--- src/rtl/uart_pkg.sv ---
// Shared UART-side types: arbiter FSM state encoding.
package uart_pkg;

   typedef enum logic [0:0] {
      ARB_IDLE = 1'b0,
      ARB_XFER = 1'b1
   } arb_state_e;

endpackage

--- src/rtl/uart_txb_arbiter_if.sv ---
// Requester-side and TX-buffer-side stream signals of the TX-buffer arbiter.
interface uart_txb_arbiter_if #(
   parameter int unsigned NUM_REQ   = 4,
   parameter int unsigned UART_DLEN = 8
);
   logic [NUM_REQ-1:0]           i_req_en;
   logic [NUM_REQ-1:0]           i_req_tvalid;
   logic [NUM_REQ-1:0]           o_req_tready;
   logic [NUM_REQ*UART_DLEN-1:0] i_req_tdata;
   logic [NUM_REQ-1:0]           i_req_tlast;
   logic                         o_txb_tvalid;
   logic                         i_txb_tready;
   logic [UART_DLEN-1:0]         o_txb_tdata;
   logic [NUM_REQ-1:0]           o_grant;
   logic                         o_busy;
   logic                         o_forced;

   // Environment side: requesters plus the TX buffer
   modport master (
      output i_req_en, i_req_tvalid, i_req_tdata, i_req_tlast, i_txb_tready,
      input  o_req_tready, o_txb_tvalid, o_txb_tdata, o_grant, o_busy, o_forced
   );

   // Arbiter side
   modport slave (
      input  i_req_en, i_req_tvalid, i_req_tdata, i_req_tlast, i_txb_tready,
      output o_req_tready, o_txb_tvalid, o_txb_tdata, o_grant, o_busy, o_forced
   );
endinterface

--- src/rtl/uart_txb_arbiter_rr_select.sv ---
// Combinational circular priority picker: first set request after ptr, wrapping.
module rr_select #(
   parameter int unsigned NUM_REQ = 4,
   parameter int unsigned PTR_W   = $clog2(NUM_REQ)
) (
   input  logic [NUM_REQ-1:0] req,
   input  logic [PTR_W-1:0]   ptr,
   output logic [NUM_REQ-1:0] gnt,
   output logic               valid
);

   int unsigned       pos;
   logic [PTR_W-1:0]  idx;

   always_comb begin
      gnt   = '0;
      valid = 1'b0;
      pos   = 0;
      idx   = '0;
      for (int unsigned i = 1; i <= NUM_REQ; i++) begin
         pos = 32'(ptr) + i;
         if (pos >= NUM_REQ) pos = pos - NUM_REQ;
         idx = PTR_W'(pos);
         if (!valid && req[idx]) begin
            gnt[idx] = 1'b1;
            valid    = 1'b1;
         end
      end
   end

endmodule

--- src/rtl/uart_txb_arbiter.sv ---
// Packet-granular round-robin arbiter sharing the UART TX-buffer stream port.
module uart_txb_arbiter
   import uart_pkg::*;
#(
   parameter int unsigned NUM_REQ   = 4,
   parameter int unsigned UART_DLEN = 8,
   parameter int unsigned MAX_BURST = 16
) (
   input logic               clk,
   input logic               rstn,
   uart_txb_arbiter_if.slave bus
);

   localparam int unsigned PTR_W = $clog2(NUM_REQ);
   localparam int unsigned CNT_W = $clog2(MAX_BURST + 1);

   arb_state_e           state_q, state_d;
   logic [NUM_REQ-1:0]   grant_q, grant_d;
   logic [PTR_W-1:0]     ptr_q, ptr_d, gnt_idx;
   logic [CNT_W-1:0]     cnt_q, cnt_d, cnt_inc;
   logic                 forced_q, forced_d, busy_q;
   logic [NUM_REQ-1:0]   cand, sel_gnt;
   logic                 sel_valid;
   logic [UART_DLEN-1:0] txb_tdata;
   logic                 txb_tvalid, tlast_g, beat_acc, limit_hit;

   assign cand = bus.i_req_tvalid & bus.i_req_en;

   rr_select #(.NUM_REQ(NUM_REQ), .PTR_W(PTR_W)) u_rr_select (
      .req   (cand),
      .ptr   (ptr_q),
      .gnt   (sel_gnt),
      .valid (sel_valid)
   );

   // Granted-requester mux; a zero grant yields all-zero outputs
   always_comb begin
      txb_tdata = '0;
      gnt_idx   = '0;
      for (int k = 0; k < NUM_REQ; k++) begin
         if (grant_q[k]) begin
            txb_tdata = txb_tdata | bus.i_req_tdata[k*UART_DLEN +: UART_DLEN];
            gnt_idx   = PTR_W'(k);
         end
      end
   end

   assign txb_tvalid = |(grant_q & bus.i_req_tvalid);
   assign tlast_g    = |(grant_q & bus.i_req_tlast);
   assign beat_acc   = txb_tvalid & bus.i_txb_tready;
   assign cnt_inc    = cnt_q + CNT_W'(1);
   assign limit_hit  = (cnt_inc == CNT_W'(MAX_BURST));

   always_comb begin
      state_d  = state_q;
      grant_d  = grant_q;
      ptr_d    = ptr_q;
      cnt_d    = cnt_q;
      forced_d = 1'b0;
      case (state_q)
         ARB_IDLE: begin
            if (sel_valid) begin
               grant_d = sel_gnt;
               cnt_d   = '0;
               state_d = ARB_XFER;
            end
         end
         ARB_XFER: begin
            if (beat_acc) begin
               cnt_d = cnt_inc;
               if (tlast_g || limit_hit) begin
                  state_d  = ARB_IDLE;
                  grant_d  = '0;
                  ptr_d    = gnt_idx;
                  cnt_d    = '0;
                  forced_d = limit_hit & ~tlast_g;
               end
            end
         end
         default: state_d = ARB_IDLE;
      endcase
   end

   // Reset leaves requester 0 first in line
   always_ff @(posedge clk or negedge rstn) begin
      if (!rstn) begin
         state_q  <= ARB_IDLE;
         grant_q  <= '0;
         ptr_q    <= PTR_W'(NUM_REQ - 1);
         cnt_q    <= '0;
         forced_q <= 1'b0;
         busy_q   <= 1'b0;
      end else begin
         state_q  <= state_d;
         grant_q  <= grant_d;
         ptr_q    <= ptr_d;
         cnt_q    <= cnt_d;
         forced_q <= forced_d;
         busy_q   <= (state_d == ARB_XFER);
      end
   end

   assign bus.o_txb_tvalid = txb_tvalid;
   assign bus.o_txb_tdata  = txb_tdata;
   assign bus.o_req_tready = grant_q & {NUM_REQ{bus.i_txb_tready}};
   assign bus.o_grant      = grant_q;
   assign bus.o_busy       = busy_q;
   assign bus.o_forced     = forced_q;

endmodule

--- src/flat_wrapper.sv ---
// flat-port wrapper written by rule: the top's interface ports become plain ports
module uart_txb_arbiter_flat import uart_pkg::*;
#(
   parameter int unsigned NUM_REQ   = 4,
   parameter int unsigned UART_DLEN = 8,
   parameter int unsigned MAX_BURST = 16
)
  (clk, rstn, bus_i_req_en, bus_i_req_tvalid, bus_i_req_tdata, bus_i_req_tlast, bus_i_txb_tready, bus_o_req_tready, bus_o_txb_tvalid, bus_o_txb_tdata, bus_o_grant, bus_o_busy, bus_o_forced);
  uart_txb_arbiter_if #(.NUM_REQ(NUM_REQ), .UART_DLEN(UART_DLEN)) bus_i ();
  input logic clk;
  input logic rstn;
  input wire logic [$bits(bus_i.i_req_en)-1:0] bus_i_req_en;
  input wire logic [$bits(bus_i.i_req_tvalid)-1:0] bus_i_req_tvalid;
  input wire logic [$bits(bus_i.i_req_tdata)-1:0] bus_i_req_tdata;
  input wire logic [$bits(bus_i.i_req_tlast)-1:0] bus_i_req_tlast;
  input wire logic [$bits(bus_i.i_txb_tready)-1:0] bus_i_txb_tready;
  output wire logic [$bits(bus_i.o_req_tready)-1:0] bus_o_req_tready;
  output wire logic [$bits(bus_i.o_txb_tvalid)-1:0] bus_o_txb_tvalid;
  output wire logic [$bits(bus_i.o_txb_tdata)-1:0] bus_o_txb_tdata;
  output wire logic [$bits(bus_i.o_grant)-1:0] bus_o_grant;
  output wire logic [$bits(bus_i.o_busy)-1:0] bus_o_busy;
  output wire logic [$bits(bus_i.o_forced)-1:0] bus_o_forced;
  assign bus_i.i_req_en = bus_i_req_en;
  assign bus_i.i_req_tvalid = bus_i_req_tvalid;
  assign bus_i.i_req_tdata = bus_i_req_tdata;
  assign bus_i.i_req_tlast = bus_i_req_tlast;
  assign bus_i.i_txb_tready = bus_i_txb_tready;
  assign bus_o_req_tready = bus_i.o_req_tready;
  assign bus_o_txb_tvalid = bus_i.o_txb_tvalid;
  assign bus_o_txb_tdata = bus_i.o_txb_tdata;
  assign bus_o_grant = bus_i.o_grant;
  assign bus_o_busy = bus_i.o_busy;
  assign bus_o_forced = bus_i.o_forced;
  uart_txb_arbiter #(.NUM_REQ(NUM_REQ), .UART_DLEN(UART_DLEN), .MAX_BURST(MAX_BURST)) u_core (.clk(clk), .rstn(rstn), .bus(bus_i));
endmodule
--- config.mk ---
export PLATFORM = sky130hd
export DESIGN_NAME = uart_txb_arbiter_flat
export DESIGN_NICKNAME = d
export VERILOG_FILES = /design/src/rtl/uart_pkg.sv /design/src/rtl/uart_txb_arbiter_if.sv /design/src/rtl/uart_txb_arbiter_rr_select.sv /design/src/rtl/uart_txb_arbiter.sv /design/src/flat_wrapper.sv
export SDC_FILE = /design/constraint.sdc
export NUM_CORES = 1
export LEC_CHECK = 0
export CAP_MARGIN = 20
export CORE_AREA = 2 2 62 64
export CTS_BUF_LIST = sky130_fd_sc_hd__clkbuf_2
export DETAILED_ROUTE_END_ITERATION = 10
export DIE_AREA = 0 0 64 66
export GPL_TIMING_DRIVEN = 0
export PLACE_DENSITY = 0.77
export SETUP_SLACK_MARGIN = 0.3
export SYNTH_ARGS = -nofsm -noshare
export SYNTH_HDL_FRONTEND = slang
export SYNTH_SLANG_ARGS = --single-unit
--- constraint.sdc ---
create_clock -name clk -period 2.4 [get_ports clk]
set_input_delay 0.24 -clock clk [delete_from_list [all_inputs] [get_ports clk]]
set_output_delay 0.24 -clock clk [all_outputs]
set_load 0.01 [all_outputs]
=== Yosys cells after proc, flatten, opt, wreduce, memory -nomap -nowiden ===
Cells that the tools add are included.

* Reductions and logical operators: 16
* Order comparisons: 12
* Add/sub/neg operators: 9
* Equal/unequal tests: 4
* Muxes and demuxes: 50
* Bitwise gates (word level): 14

{| class="wikitable"
|+ Operators by type and width
! operator !! count
|-
| $mux W8 || 4
|-
| $mux W4 || 7
|-
| $or A8 B8 Y8 || 3
|-
| $mux W1 || 19
|-
| $and A4 B4 Y4 || 4
|-
| $mux W5 || 3
|-
| $lt A2 B3 Y1 const B || 4
|-
| $mux W2 || 6
|-
| $or A4 B4 Y4 || 3
|-
| $pmux W5 S2 || 1
|-
| $ge A3 B3 Y1 const B || 3
|-
| $bmux W1 S2 || 4
|-
| $demux W1 S2 || 4
|-
| $ge A2 B1 Y1 const B || 4
|-
| $pmux W4 S2 || 1
|-
| $reduce_or A4 Y1 || 2
|-
| $sub A2 B1 Y2 const B || 4
|-
| $logic_and A1 B1 Y1 || 7
|-
| $add A2 B2 Y3 const B || 2
|-
| $reduce_and A3 Y1 || 2
|-
| $add A5 B1 Y5 const B || 1
|-
| $eq A5 B5 Y1 const B || 1
|-
| $add A2 B3 Y4 const B || 1
|-
| $ge A4 B3 Y1 const B || 1
|-
| other kinds (9) || 14
|}

* Output and inout bits: 19
* Bits in registers: 13
* Logic and storage cells: 110
* Input port bits: 47

=== Depth between registers and ports, before layout ===
* Depth after elaboration: 17
* Depth in mapped cells: 8
* Mapped depth without buffers: 7

=== Modules after synthesis ===
Synthesis repeated with hierarchy kept, for this count alone.

* Cells, all modules: 150
* Area, all modules: 1,317.5 um2

{| class="wikitable"
|+ By module, submodules not included
! module !! times used !! seq. area each (um2) !! cells each !! area an instance (um2)
|-
| uart_txb_arbiter || 1 || 327.8 || 102 || 902.1
|-
| rr_select || 1 || 0.0 || 48 || 415.4
|}

=== Worst setup path after synthesis ===
Ideal clock, no wire load.

* Kind: register -> register
* Start point: reg u_core.ptr_q[0]
* End point: reg u_core.grant_q[1] (netlist: u_core.bus.o_grant[1])
* Slack: 66 ps
* Clock period less this slack: 2,334 ps
* Cell stages (with the launch flop): 7
* Arrival: 2,196 ps
* Cells stage by stage: dfstp_2 buf_2 inv_1 ha_1 mux4_2 a222oi_1 a32oi_1

* Word-level cells in the longest chain between the ends: 17

{| class="wikitable"
|+ Ends and longest elaborated chain
! what !! RTL line !! RTL
|-
| from (decl) || uart_txb_arbiter.sv:19 || <nowiki>logic [PTR_W-1:0] ptr_q, ptr_d, gnt_idx;</nowiki>
|-
| from (signal assigned) || uart_txb_arbiter.sv:89 || <nowiki>ptr_q <= PTR_W'(NUM_REQ - 1);</nowiki>
|-
| from (signal assigned) || uart_txb_arbiter.sv:96 || <nowiki>ptr_q <= ptr_d;</nowiki>
|-
| branches (longest 17 deep; another with $add A2 B1 Y3) || n/a ||
|-
| to (signal assigned) || uart_txb_arbiter.sv:95 || <nowiki>grant_q <= grant_d;</nowiki>
|-
| to (decl) || uart_txb_arbiter.sv:18 || <nowiki>logic [NUM_REQ-1:0] grant_q, grant_d;</nowiki>
|}

Several ways; the timed one is not identified. The select of a mux whose other input is x is not followed.
A chain may end at the register's enable or synchronous reset.

=== Worst setup path after layout ===
Same ends and word-level chain as after synthesis.

==> reports/metrics.cfg <==
[worst_hold_path]
hold_class=in2async

[global_route]
grt_pass1_vias=1463
grt_max_degree=14
grt_first_pass_wirelength_mm=6.82
track_usage_pct=20.2
grt_antenna_before_repair=0
overflow=0

[layout]
fillers=326
fin_nets=286
seqCellArea_um2=329
n_antenna_cell=0
instances_no_fill=277
multi_input_area_um2=981
final_common_cell=clkdlybuf4s50_1
final_cell_area_mm2=0.00216
final_core_util_pct=60.9
final_cell_mix=clkdlybuf4s50_1, a22oi_1, nand2_1
area_delta_synth_final_pct=63.7
drive_above_1_share_pct=15.3

[pwr]
switchingPower_mw=1.04
p_per_area_mw_per_mm2=1050
internal_power_mw=1.22
peakVddDrop_mv=0.571
p_leak_nw=0.911
pwr-share-seq_pct=20.0
netSwitchingFraction_pct=46.2
power_frac_comb_pct=74.8
clock_power_share_pct=5.2
p_total_mw=2.26

[critical_path]
cp_max_fo=5
critPathCaptureType=flop
reg2reg_to=u_core.bus.o_grant[1]$_DFFE_PN0P_
critical-path-max-stage-delay_ns=0.57
reg2reg_slack_ns=0.22
rr_worst_depth=6
cp.buffers_inverters=2
crit_required_ns=2.55
reg2reg_from=u_core.ptr_q[0]$_DFFE_PN1P_
cp-start-kind=flop
slowest_stage=dfstp_2
crit_family=flip-flops
criticalPathCategory=reg2reg
worstPathArrival_ns=2.33
worstPathCellList=buf_6 -> inv_8 -> ha_4 -> mux4_2 -> a222oi_1 -> a32oi_1

[route]
drt-total-wl_mm=4.36
vias_per_cell=5.70
ant_nets=0
detail_route.wl_per_cell_um=15.7
drc=0
drt-initial-drc-count=98
vias=1578
drt_pass1_iterations=4

[die]
die_w_um=64
pin_count=66
coreArea_mm2=0.00355
dieArea_mm2=0.00422
start_util_pct=37.2
core.rowCount=22
die_y_um=66

[yosys]
synth-main-ff-cell=dfrtp_1
yosys_warnings=0
syn_avg_cell_area_um2=8.57
syn_nets=210
ys_types=42
yosys_register_bits=13
mappedNetlistArea_mm2=0.00132
synth_cells=154
async_reset_ff_share_pct=100
yosysSeqAreaShare_pct=24.8
synth_edf_count=0

[timing]
final_max_slew_viol_count=0
setup_violations=0
hold_viol=0
fin_crit_sh_pct=90.9
whs_ns=0.314
max_slew_margin_pct=58.1
worst_pin_slew_ns=0.628
max_freq_mhz=459
tns_ns=0
worst_slack_ns=0.220
finClkSkew_ns=0.00594
fin_crit_ns=2.18
rsz0062_at_grt=true

[clock_network]
h-tree-depth=1
cts_hold_buf=0
clk_pin_slew_ns=0.13
clk_path_buf_depth=2
cts_sinks=13
cts_tree=built
cts-root-buf=clkbuf_2
cts_buffers=3
worstSkewPairLatency_ns=0.27

[place]
dpl.hpwl_mm=3.37
post-place-cells=267
place_ws_ns=0.0804
port_buffers=65
gp_congestion=0.941
placed_area_mm2=0.00205

[run]
cap_violations=0

[run_status]
status=complete, no violations

final cells by class:
class                   count  area share, %
flip-flops and latches     13           15.2
plain buffers               6           2.08
well taps                  48           2.78
repair buffers             71           32.2
multi-input cells         129           45.4
inverters                   6           1.39
clock buffers               4          0.926
cells in the mapped netlist, types with 2 or more instances:
master / number / share of area (%)
and3_1: 2 / 0.95
nand2_1: 21 / 6.0
a32oi_1: 4 / 2.7
a22oi_1: 21 / 12
a221oi_1: 4 / 2.7
nor2_1: 6 / 1.7
mux4_2: 2 / 3.4
nand3_1: 7 / 2.7
o21ai_0: 7 / 2.7
inv_1: 6 / 1.7
a221o_1: 3 / 2.3
a21o_1: 5 / 2.8
a222oi_1: 2 / 1.5
ha_1: 9 / 8.5
and2_1: 7 / 3.3
nor3_1: 3 / 1.1
dfrtp_1: 11 / 21
clkbuf_1: 4 / 1.1
a211oi_1: 2 / 1.1
a21oi_1: 2 / 0.76
a22o_1: 2 / 1.3
mux2i_1: 3 / 2.3
dfstp_2: 2 / 4.0
repair_timing:
action                     CTS  global route
pin swaps                    3             8
buffers inserted             5             1
cloned                       0             0
resized for setup            8             6
setup endpoints to repair   13            12
worst reg2reg max path, delay by kind of cell (launching register included):
family | cells | cell delay [ns]
flip-flops | 1 | 0.57
multiplexers | 1 | 0.57
AO/OA/AOI/OAI | 2 | 0.50
adder cells (fa/ha/maj) | 1 | 0.25
buffers and inverters | 2 | 0.15
worst max-delay path by stage:
stage                                start                                 to  slack, ns  cells past startpoint
5_1_grt        u_core.ptr_q[0]$_DFFE_PN1P_  u_core.bus.o_grant[1]$_DFFE_PN0P_       0.13                      6
3_5_place_dp           bus_i_req_tvalid[1]        u_core.cnt_q[0]$_DFFE_PN0P_       0.08                      7
6_report       u_core.ptr_q[0]$_DFFE_PN1P_  u_core.bus.o_grant[1]$_DFFE_PN0P_       0.22                      6
3_3_place_gp           bus_i_req_tvalid[1]        u_core.cnt_q[0]$_DFFE_PN0P_       0.09                      7
2_1_floorplan  u_core.ptr_q[0]$_DFFE_PN1P_  u_core.bus.o_grant[1]$_DFFE_PN0P_       0.29                      6
4_1_cts        u_core.ptr_q[0]$_DFFE_PN1P_  u_core.bus.o_grant[1]$_DFFE_PN0P_       0.22                      6
sequential cells by signal, indices dropped and copies added (netlist names):
signal,count
u_core.state_q,1
u_core.bus.o_forced,1
u_core.cnt_q,5
u_core.ptr_q,2
u_core.bus.o_grant,4
power groups by stage:
| stage | combinational [mW] | clock [mW] | sequential (mW) |
|---|---|---|---|
| after CTS | 1.65 | 0.119 | 0.448 |
| after floorplan | 0.928 | 0 | 0.453 |
| after global routing | 1.84 | 0.132 | 0.469 |
| after global placement | 1.51 | 0 | 0.467 |
| final | 1.69 | 0.117 | 0.452 |
| after detailed placement | 1.53 | 0 | 0.470 |
cell families (layout without fill, tap and decap cells):
family / Yosys count / after routing / share of synthesized area [%]
buffers and inverters: 12 / 87 / 4.07
AND/OR/NAND/NOR: 55 / 55 / 21.2
adder cells (fa/ha/maj): 9 / 9 / 8.53
AO/OA/AOI/OAI: 60 / 60 / 35.6
multiplexers: 5 / 5 / 5.69
flip-flops: 13 / 13 / 24.8
routing by layer:
metal,routed length (um),up-vias,global-route usage [%]
li1,-,763,-
met1,1900,731,26.1
met2,1980,80,33.3
met3,460,4,5.79
met4,22,0,4.62
met5,0,-,0
Power figures use the tool's default switching activity.
